==> src/rtl/muldiv_unit.sv <==
// Iterative RV32M multiply/divide unit: shift-add multiply, restoring divide.
// Ports: clk, rst_n, A, B, op, start, flush -> ready, busy, res_valid, res. Option: MULDIV_FAST_MUL_EN.
module muldiv_unit #(
  parameter int N = 32
) (
  input  logic         clk,
  input  logic         rst_n,
  input  logic [N-1:0] A,
  input  logic [N-1:0] B,
  input  logic [2:0]   op,
  input  logic         start,
  input  logic         flush,
  output logic         ready,
  output logic         busy,
  output logic         res_valid,
  output logic [N-1:0] res
);

  typedef enum logic [1:0] {
    IDLE,
    CALC,
    FIX,
    DONE
  } state_e;

  localparam int CW = $clog2(N) + 1;
  localparam logic [CW-1:0] LAST = CW'(N - 1);

  state_e          state_q;
  logic [2:0]      op_q;
  logic [N-1:0]    m_q;
  logic [2*N-1:0]  prod_q;
  logic [CW-1:0]   cnt_q;
  logic            neg_q;
  logic            ready_q;
  logic            busy_q;
  logic            valid_q;
  logic [N-1:0]    res_q;

  logic            is_div;
  logic            sa;
  logic            sb;
  logic            neg_d;
  logic [N-1:0]    amag;
  logic [N-1:0]    bmag;
  logic            div0;
  logic            ovf;
  logic [N-1:0]    sp_res;

  // Accept-time decode: operand magnitudes, result sign, special cases.
  always_comb begin
    is_div = op[2];
    sa     = is_div ? !op[0] : (op[1:0] != 2'b11);
    sb     = is_div ? !op[0] : !op[1];
    amag   = (sa && A[N-1]) ? -A : A;
    bmag   = (sb && B[N-1]) ? -B : B;
    if (is_div && op[1])
      neg_d = sa & A[N-1];
    else
      neg_d = (sa & A[N-1]) ^ (sb & B[N-1]);
    div0   = is_div && (B == '0);
    ovf    = is_div && !op[0] && (A == {1'b1, {(N-1){1'b0}}}) && (B == '1);
    if (div0)
      sp_res = op[1] ? A : '1;
    else
      sp_res = op[1] ? '0 : A;
  end

`ifdef MULDIV_FAST_MUL_EN
  logic [2*N-1:0] ax;
  logic [2*N-1:0] bx;
  logic [2*N-1:0] fprod;
  logic [N-1:0]   fast_res;

  // Sign-extended operands: low 2N bits match the (N+1)x(N+1) signed product.
  always_comb begin
    ax       = {{N{sa & A[N-1]}}, A};
    bx       = {{N{sb & B[N-1]}}, B};
    fprod    = ax * bx;
    fast_res = (op[1:0] == 2'b00) ? fprod[N-1:0] : fprod[2*N-1:N];
  end
`endif

  logic [N:0]     mul_sum;
  logic [N:0]     shifted;
  logic [N:0]     diff;
  logic [2*N-1:0] step_nxt;
  logic [2*N-1:0] pfull;
  logic [N-1:0]   fix_res;

  // prod_q holds {acc, multiplier} for mul and {rem, quotient} for div.
  always_comb begin
    mul_sum = {1'b0, prod_q[2*N-1:N]} + (prod_q[0] ? {1'b0, m_q} : '0);
    shifted = {prod_q[2*N-1:N], prod_q[N-1]};
    diff    = shifted - {1'b0, m_q};
    if (op_q[2]) begin
      if (diff[N])
        step_nxt = {shifted[N-1:0], prod_q[N-2:0], 1'b0};
      else
        step_nxt = {diff[N-1:0], prod_q[N-2:0], 1'b1};
    end else begin
      step_nxt = {mul_sum, prod_q[N-1:1]};
    end
    pfull = neg_q ? -prod_q : prod_q;
    if (op_q[2]) begin
      if (op_q[1])
        fix_res = neg_q ? -prod_q[2*N-1:N] : prod_q[2*N-1:N];
      else
        fix_res = neg_q ? -prod_q[N-1:0] : prod_q[N-1:0];
    end else begin
      fix_res = (op_q[1:0] == 2'b00) ? pfull[N-1:0] : pfull[2*N-1:N];
    end
  end

  always_ff @(posedge clk or negedge rst_n) begin
    if (!rst_n) begin
      state_q <= IDLE;
      op_q    <= '0;
      m_q     <= '0;
      prod_q  <= '0;
      cnt_q   <= '0;
      neg_q   <= 1'b0;
      ready_q <= 1'b1;
      busy_q  <= 1'b0;
      valid_q <= 1'b0;
      res_q   <= '0;
    end else begin
      valid_q <= 1'b0;
      if (flush) begin
        state_q <= IDLE;
        ready_q <= 1'b1;
        busy_q  <= 1'b0;
      end else begin
        unique case (state_q)
          IDLE, DONE: begin
            if (start) begin
              op_q  <= op;
              neg_q <= neg_d;
              cnt_q <= '0;
              if (div0 || ovf) begin
                res_q   <= sp_res;
                valid_q <= 1'b1;
                state_q <= DONE;
              end
`ifdef MULDIV_FAST_MUL_EN
              else if (!is_div) begin
                res_q   <= fast_res;
                valid_q <= 1'b1;
                state_q <= DONE;
              end
`endif
              else begin
                m_q     <= is_div ? bmag : amag;
                prod_q  <= {{N{1'b0}}, is_div ? amag : bmag};
                state_q <= CALC;
                ready_q <= 1'b0;
                busy_q  <= 1'b1;
              end
            end else begin
              state_q <= IDLE;
            end
          end
          CALC: begin
            prod_q <= step_nxt;
            cnt_q  <= cnt_q + 1'b1;
            if (cnt_q == LAST)
              state_q <= FIX;
          end
          FIX: begin
            res_q   <= fix_res;
            valid_q <= 1'b1;
            state_q <= DONE;
            ready_q <= 1'b1;
            busy_q  <= 1'b0;
          end
          default: begin
            state_q <= IDLE;
            ready_q <= 1'b1;
            busy_q  <= 1'b0;
          end
        endcase
      end
    end
  end

  assign ready     = ready_q;
  assign busy      = busy_q;
  assign res_valid = valid_q;
  assign res       = res_q;

endmodule
==> config.mk <==
export PLATFORM = sky130hd
export DESIGN_NAME = muldiv_unit
export DESIGN_NICKNAME = d
export VERILOG_FILES = /design/src/rtl/muldiv_unit.sv
export SDC_FILE = /design/constraint.sdc
export NUM_CORES = 1
export LEC_CHECK = 0
export BUFFER_PORTS_ARGS = -buffer_cell sky130_fd_sc_hd__buf_2
export CAP_MARGIN = 20
export CELL_PAD_IN_SITES_DETAIL_PLACEMENT = 0
export CELL_PAD_IN_SITES_GLOBAL_PLACEMENT = 1
export CORE_MARGIN = 4
export CORE_UTILIZATION = 46
export CTS_CLUSTER_DIAMETER = 60
export DETAILED_ROUTE_END_ITERATION = 8
export PLACE_DENSITY_LB_ADDON = 0.1
export REMOVE_ABC_BUFFERS = 1
export SLEW_MARGIN = 30
export SYNTH_ARGS = -nofsm -noshare
export SYNTH_HDL_FRONTEND = slang
export SYNTH_SLANG_ARGS = --single-unit
==> constraint.sdc <==
create_clock -name clk -period 3.9 [get_ports clk]
set_input_delay 0.78 -clock clk [delete_from_list [all_inputs] [get_ports clk]]
set_output_delay 0.78 -clock clk [all_outputs]
set_load 0.01 [all_outputs]
# After elaboration in Yosys (flattened, before gate mapping)
# Index checks and enable logic that the tools add are counted.
dict set report word_totals {
  ff_bits 143
  inputBits 71
  wordCells 103
}
dict set report classes {
  add_sub_neg 8
  eq_ne 13
  n_mux 44
  n_bitwise 5
  n_reduce_logical 23
}
# cell count
set op_table {}
lappend op_table {{$mux 32} 15}
lappend op_table {{$mux 64} 5}
lappend op_table {{$neg 32->32} 4}
lappend op_table {{$pmux 64 s2} 1}
lappend op_table {{$eq 32x32->1 const B} 2}
lappend op_table {{$neg 64->64} 1}
lappend op_table {{$pmux 32 s2} 1}
lappend op_table {{$add 32x32->33} 1}
lappend op_table {{$sub 33x32->33} 1}
lappend op_table {{$logic_not 32->1} 1}
lappend op_table {{$mux 1} 12}
lappend op_table {{$pmux 6 s2} 1}
lappend op_table {{$reduce_and 4->1} 3}
lappend op_table {{$ne 3x3->1 const B} 3}
lappend op_table {{$reduce_and 3->1} 3}
lappend op_table {{$mux 2} 4}
lappend op_table {{$ne 2x2->1 const B} 4}
lappend op_table {{$logic_and 1x1->1} 7}
lappend op_table {{$add 6x1->6 const B} 1}
lappend op_table {{$eq 6x5->1 const B} 1}
lappend op_table {{$mux 6} 1}
lappend op_table {{$pmux 1 s2} 3}
lappend op_table {{$pmux 2 s3} 1}
lappend op_table {{$eq 2x2->1 const B} 2}
lappend op_table {{other kinds (10)} 15}

# Depth between registers and ports, before layout
dict set report depth {
  depth_word 9
  mapped_depth 14
  depth_no_buf 14
}

# Worst setup path before layout
# Ideal clock, no wire load.
dict set report synth_timing {
  path_type {input port to flip-flop}
  startpoint {in A[11]}
  endpoint {reg prod_q[51]}
  arrival_time_ns 3.544
  required_time_ns 3.818
  setup_slack_ns 0.274
  path_stages 10
  cell_sequence {or4_1 or4b_2 nor4_1 a32oi_1 nand2_1 clkbuf_1 o21a_1 buf_1 a21oi_1 a31oi_1}
}
dict set report synth_between {
  elab_chain_cells 6
}
# element line_no
set synth_rtl {}
lappend synth_rtl {{from (decl)} 8} ;# input logic [N-1:0] A,
lappend synth_rtl {{$eq 32x32->1} 62} ;# ovf = is_div && !op[0] && (A == {1'b1, {(N-1){1'b0}}}) && (B == '1);
lappend synth_rtl {{$logic_and 1x1->1 (2 in series)} 62}
lappend synth_rtl {{$logic_or 1x1->1} 140} ;# if (div0 || ovf) begin
lappend synth_rtl {{$ne 2x2->1 (no line)} -}
lappend synth_rtl {{$reduce_and 4->1 (no line)} -}
lappend synth_rtl {{to (signal assigned)} 154} ;# prod_q <= {{N{1'b0}}, is_div ? amag : bmag};
lappend synth_rtl {{to (signal assigned)} 164} ;# prod_q <= step_nxt;
lappend synth_rtl {{to (decl)} 32} ;# logic [2*N-1:0] prod_q;
# No other way between the ends.
# A chain may end at the register's enable or synchronous reset.

# Worst setup path in the final report
dict set report layout_timing {
  startpoint {reg prod_q[28]}
  endpoint {reg res_q[21], in the netlist res[21]}
}
dict set report layout_between {
  elab_chain_cells 5
}
# element line_no
set layout_rtl {}
lappend layout_rtl {{$neg 64->64} 104} ;# pfull = neg_q ? -prod_q : prod_q;
lappend layout_rtl {{$mux 64} 104}
lappend layout_rtl {{$mux 32} 111} ;# fix_res = (op_q[1:0] == 2'b00) ? pfull[N-1:0] : pfull[2*N-1:N];
lappend layout_rtl {{$mux 32} 105} ;# if (op_q[2]) begin
lappend layout_rtl {{$pmux 32 s2} 134} ;# unique case (state_q)
lappend layout_rtl {{to (signal assigned)} 141} ;# res_q <= sp_res;
lappend layout_rtl {{to (signal assigned)} 170} ;# res_q <= fix_res;
lappend layout_rtl {{to (decl)} 38} ;# logic [N-1:0] res_q;
# No other way between the ends.

==> flow_summary.json <==
{
  "cpPeakStageDelay_ns": 0.61,
  "timing.rr.end": "res[21]$_DFFE_PN0P_",
  "globalplace.congestion": 0.955,
  "drv_cap": 0,
  "die_w_um": 190,
  "relSlewSlack_pct": 33.6,
  "post-route-min-period_ns": 3.71,
  "numCtsBuffers": 17,
  "start_util_pct": 46.7,
  "setup_viol": 0,
  "endpoint_kind": "register",
  "vias_per_cell": 6.11,
  "arrival_ns": 4.01,
  "p_per_area_nw_per_um2": 930,
  "synth_area_leader_cell": "dfrtp_1",
  "final_common_cell": "nor2_1",
  "synth_cell_types": 74,
  "antenna_found_initial": 0,
  "die_h_um": 190,
  "async_reset_ff_share_pct": 100,
  "wl_um": 56100,
  "cts_root_buffer": "clkbuf_16",
  "cp_max_fo": 6,
  "die-area_um2": 36100,
  "synth_compound_area_share_pct": 26.8,
  "port_buffers": 105,
  "outcome": "complete, no violations",
  "muxShareOfSynthArea_pct": 4.69,
  "synth_adder_area_share_pct": 8.15,
  "layout-drive-gt1-share_pct": 14.3,
  "layout_common_cells": "248 x nor2_1, 222 x nand2_1, 199 x a21oi_1, 180 x o21ai_0, 140 x dfrtp_1",
  "routed-via-count": 16000,
  "hold_violations": 0,
  "multi_input_area_um2": 10900,
  "ant_nets": 0,
  "synth_seq_area_share_pct": 23.5,
  "path_cells": "or4_4 > or4_1 > buf_4 > or4_1 > o31ai_1 > buf_4 > nor2_1 > a31oi_1 > o221ai_1 > o21ai_0 > o21ai_0",
  "first_global_vias": 15200,
  "synth_edf_count": 0,
  "cts_resized": 0,
  "synth_area_leaders": "dfrtp_1 23%, a21oi_1 6.5%, nor2_1 6.1%",
  "grt_remaining_overflow": 0,
  "yosys.area_share.xor_xnor_pct": 11.2,
  "fmax_ghz": 0.270,
  "fin_util_pct": 53.2,
  "core_area_um2": 32600,
  "cp_slowest_cell": "or4_1",
  "cts_setup_buffers": 0,
  "place_area_um2": 16800,
  "n_antenna_cell": 0,
  "pin_count": 106,
  "vdd.ir_drop.worst_mv": 0.485,
  "tritoncts": "built",
  "detailedPlacementHpwl_um": 43400,
  "insertion_delay_ns": 0.44,
  "fin_skew_ns": 0.0150,
  "fill_cells": 3254,
  "ys_seq_elements": 143,
  "min_period_over_period_pct": 95.1,
  "clock-sinks": 143,
  "yosys.area.top_type_share_pct": 23.3,
  "synthToLayoutAreaGrowth_pct": 13.9,
  "yosysWarnings": 0,
  "ys.flop_type": "dfrtp_1",
  "finalMaxSlewViolations": 0,
  "grt_max_degree": 73,
  "r2r_slack_ns": 0.19,
  "cpLargestDelayFamily": "simple AND/OR/NAND/NOR gates",
  "hp-class": "input port to async pin",
  "placedCellCount": 2585,
  "finalNonFillerCells": 2617,
  "grt.total_usage_pct": 30.9,
  "drc": 0,
  "worstPathRequired_ns": 4.20,
  "grt_first_pass_wirelength_um": 88000,
  "final_nets": 2307,
  "rsz0062_at_grt": "no",
  "r2r_cells": 11,
  "regArea_um2": 3580,
  "post_drt_wl_per_cell_um": 21.4,
  "path_buf_inv": 2,
  "crit_type": "register to register",
  "drt-initial-drc-count": 1644,
  "firstDrtPassIters": 6,
  "setup_slack_ns": 0.190,
  "leakagePower_uw": 0.00765,
  "synth_area_um2": 15200,
  "finalInstanceArea_um2": 17400,
  "clock_path_buffers": 2,
  "start_kind": "register",
  "r2r_start": "prod_q[28]$_DFFE_PN0P_",
  "worst_pin_slew_ns": 0.971,
  "h-tree-depth": 4,
  "clk_pin_slew_ns": 0.06,
  "preCtsSetupSlack_ns": -0.0610,
  "row_count": 66,
  "syn_inst": 2062,
  "synth-simple-area-share_pct": 20.6,
  "cts-hold-fix-buffers": 0,
  "synth_top_family_by_area": "compound AO/OA/AOI/OAI gates",
  "synth.avg_cell_area_um2": 7.39
}
[synthesized netlist by cell type, drive strengths merged (7+ instances only)]
master,count
nand3,20
a22oi,9
o211ai,14
nand2,223
a21oi,199
a211oi,33
o21bai,7
nor2,248
and2,7
nor3,38
nor2b,14
or4,17
a21o,36
or2,11
nand2b,17
nand4,22
o21ai,185
inv,69
ha,72
o221ai,29
buf,9
dfrtp,142
o22ai,9
o41ai,14
mux2i,32
clkbuf,129
a211o,7
a31oi,28
o21a,8
and3,7
xnor2,105
mux2,33
or3,25
o31ai,35
xor2,89
maj3,30
nor4,17
[worst register-to-register path: stages, from the launching register on]
cell      delay, ns
dfrtp_1        0.43
or4_4          0.58
or4_1          0.49
buf_4          0.20
or4_1          0.61
o31ai_1        0.24
buf_4          0.18
nor2_1         0.04
a31oi_1        0.23
o221ai_1       0.22
o21ai_0        0.20
o21ai_0        0.15
[layout make-up]
type / count / area share [%]
clock buffer: 22 / 2.62
clock inverter: 10 / 0.519
inverter: 71 / 1.54
multi-input combinational: 1710 / 62.9
sequential: 143 / 20.6
tap: 442 / 3.19
timing repair buffer: 219 / 8.59
[per-stage QoR]
| stage | total power, uW | setup TNS, ns | hold WS (ns) |
|---|---|---|---|
| final | 16100 | 0 | 0.271 |
| after floorplan | 10500 | -148.88 | 0.450 |
| after global routing | 17500 | 0 | 0.275 |
| after global placement | 14200 | 0 | 0.457 |
| after CTS | 16000 | 0 | 0.260 |
| after detailed placement | 14300 | -1.11 | 0.466 |
[per-layer routing]
metal  GRT usage [%]  wire length (um)  part of all wire [%]  vias up
li1                -                 -                     -     7651
met1            43.9             25900                    46     7656
met2            49.4             25300                    45      593
met3            4.31              3430                   6.1       89
met4            8.07              1330                   2.4        0
met5               0                 0                     0        -
[worst max path at each step]
stage,start,to,slack [ns],cells after the start
floorplan,A[11],prod_q[35]$_DFFE_PN0P_,-2.01,9
global placement,A[11],res[31]$_DFFE_PN0P_,0.13,9
detailed placement,A[11],prod_q[57]$_DFFE_PN0P_,-0.06,11
CTS,prod_q[31]$_DFFE_PN0P_,prod_q[36]$_DFFE_PN0P_,0.25,16
global route,prod_q[0]$_DFFE_PN0P_,res[26]$_DFFE_PN0P_,0.002,12
finish,prod_q[28]$_DFFE_PN0P_,res[21]$_DFFE_PN0P_,0.19,11
[where the power goes]
group          switching, uW  internal, uW  total (uW)
clock                    675           891        1570
combinational           6960          4670       11600
sequential               812          2130        2940
[flip-flops by register name, summed over array words and instances (netlist names)]
signal,cells
busy,1
cnt_q,6
m_q,32
neg_q,1
op_q,3
prod_q,64
ready,1
res,32
res_valid,1
state_q,2
[cells by family (layout without fill, tap and decap cells)]
family,count (synthesis),after routing
and+or+nand+nor,687,687
AOI/OAI and AO/OA,659,659
adders and majority gates,104,104
buffers and inverters,209,322
DFF,143,143
xor gates and xnor gates,194,194
muxes,66,66
(Power assumes the default switching activity.)
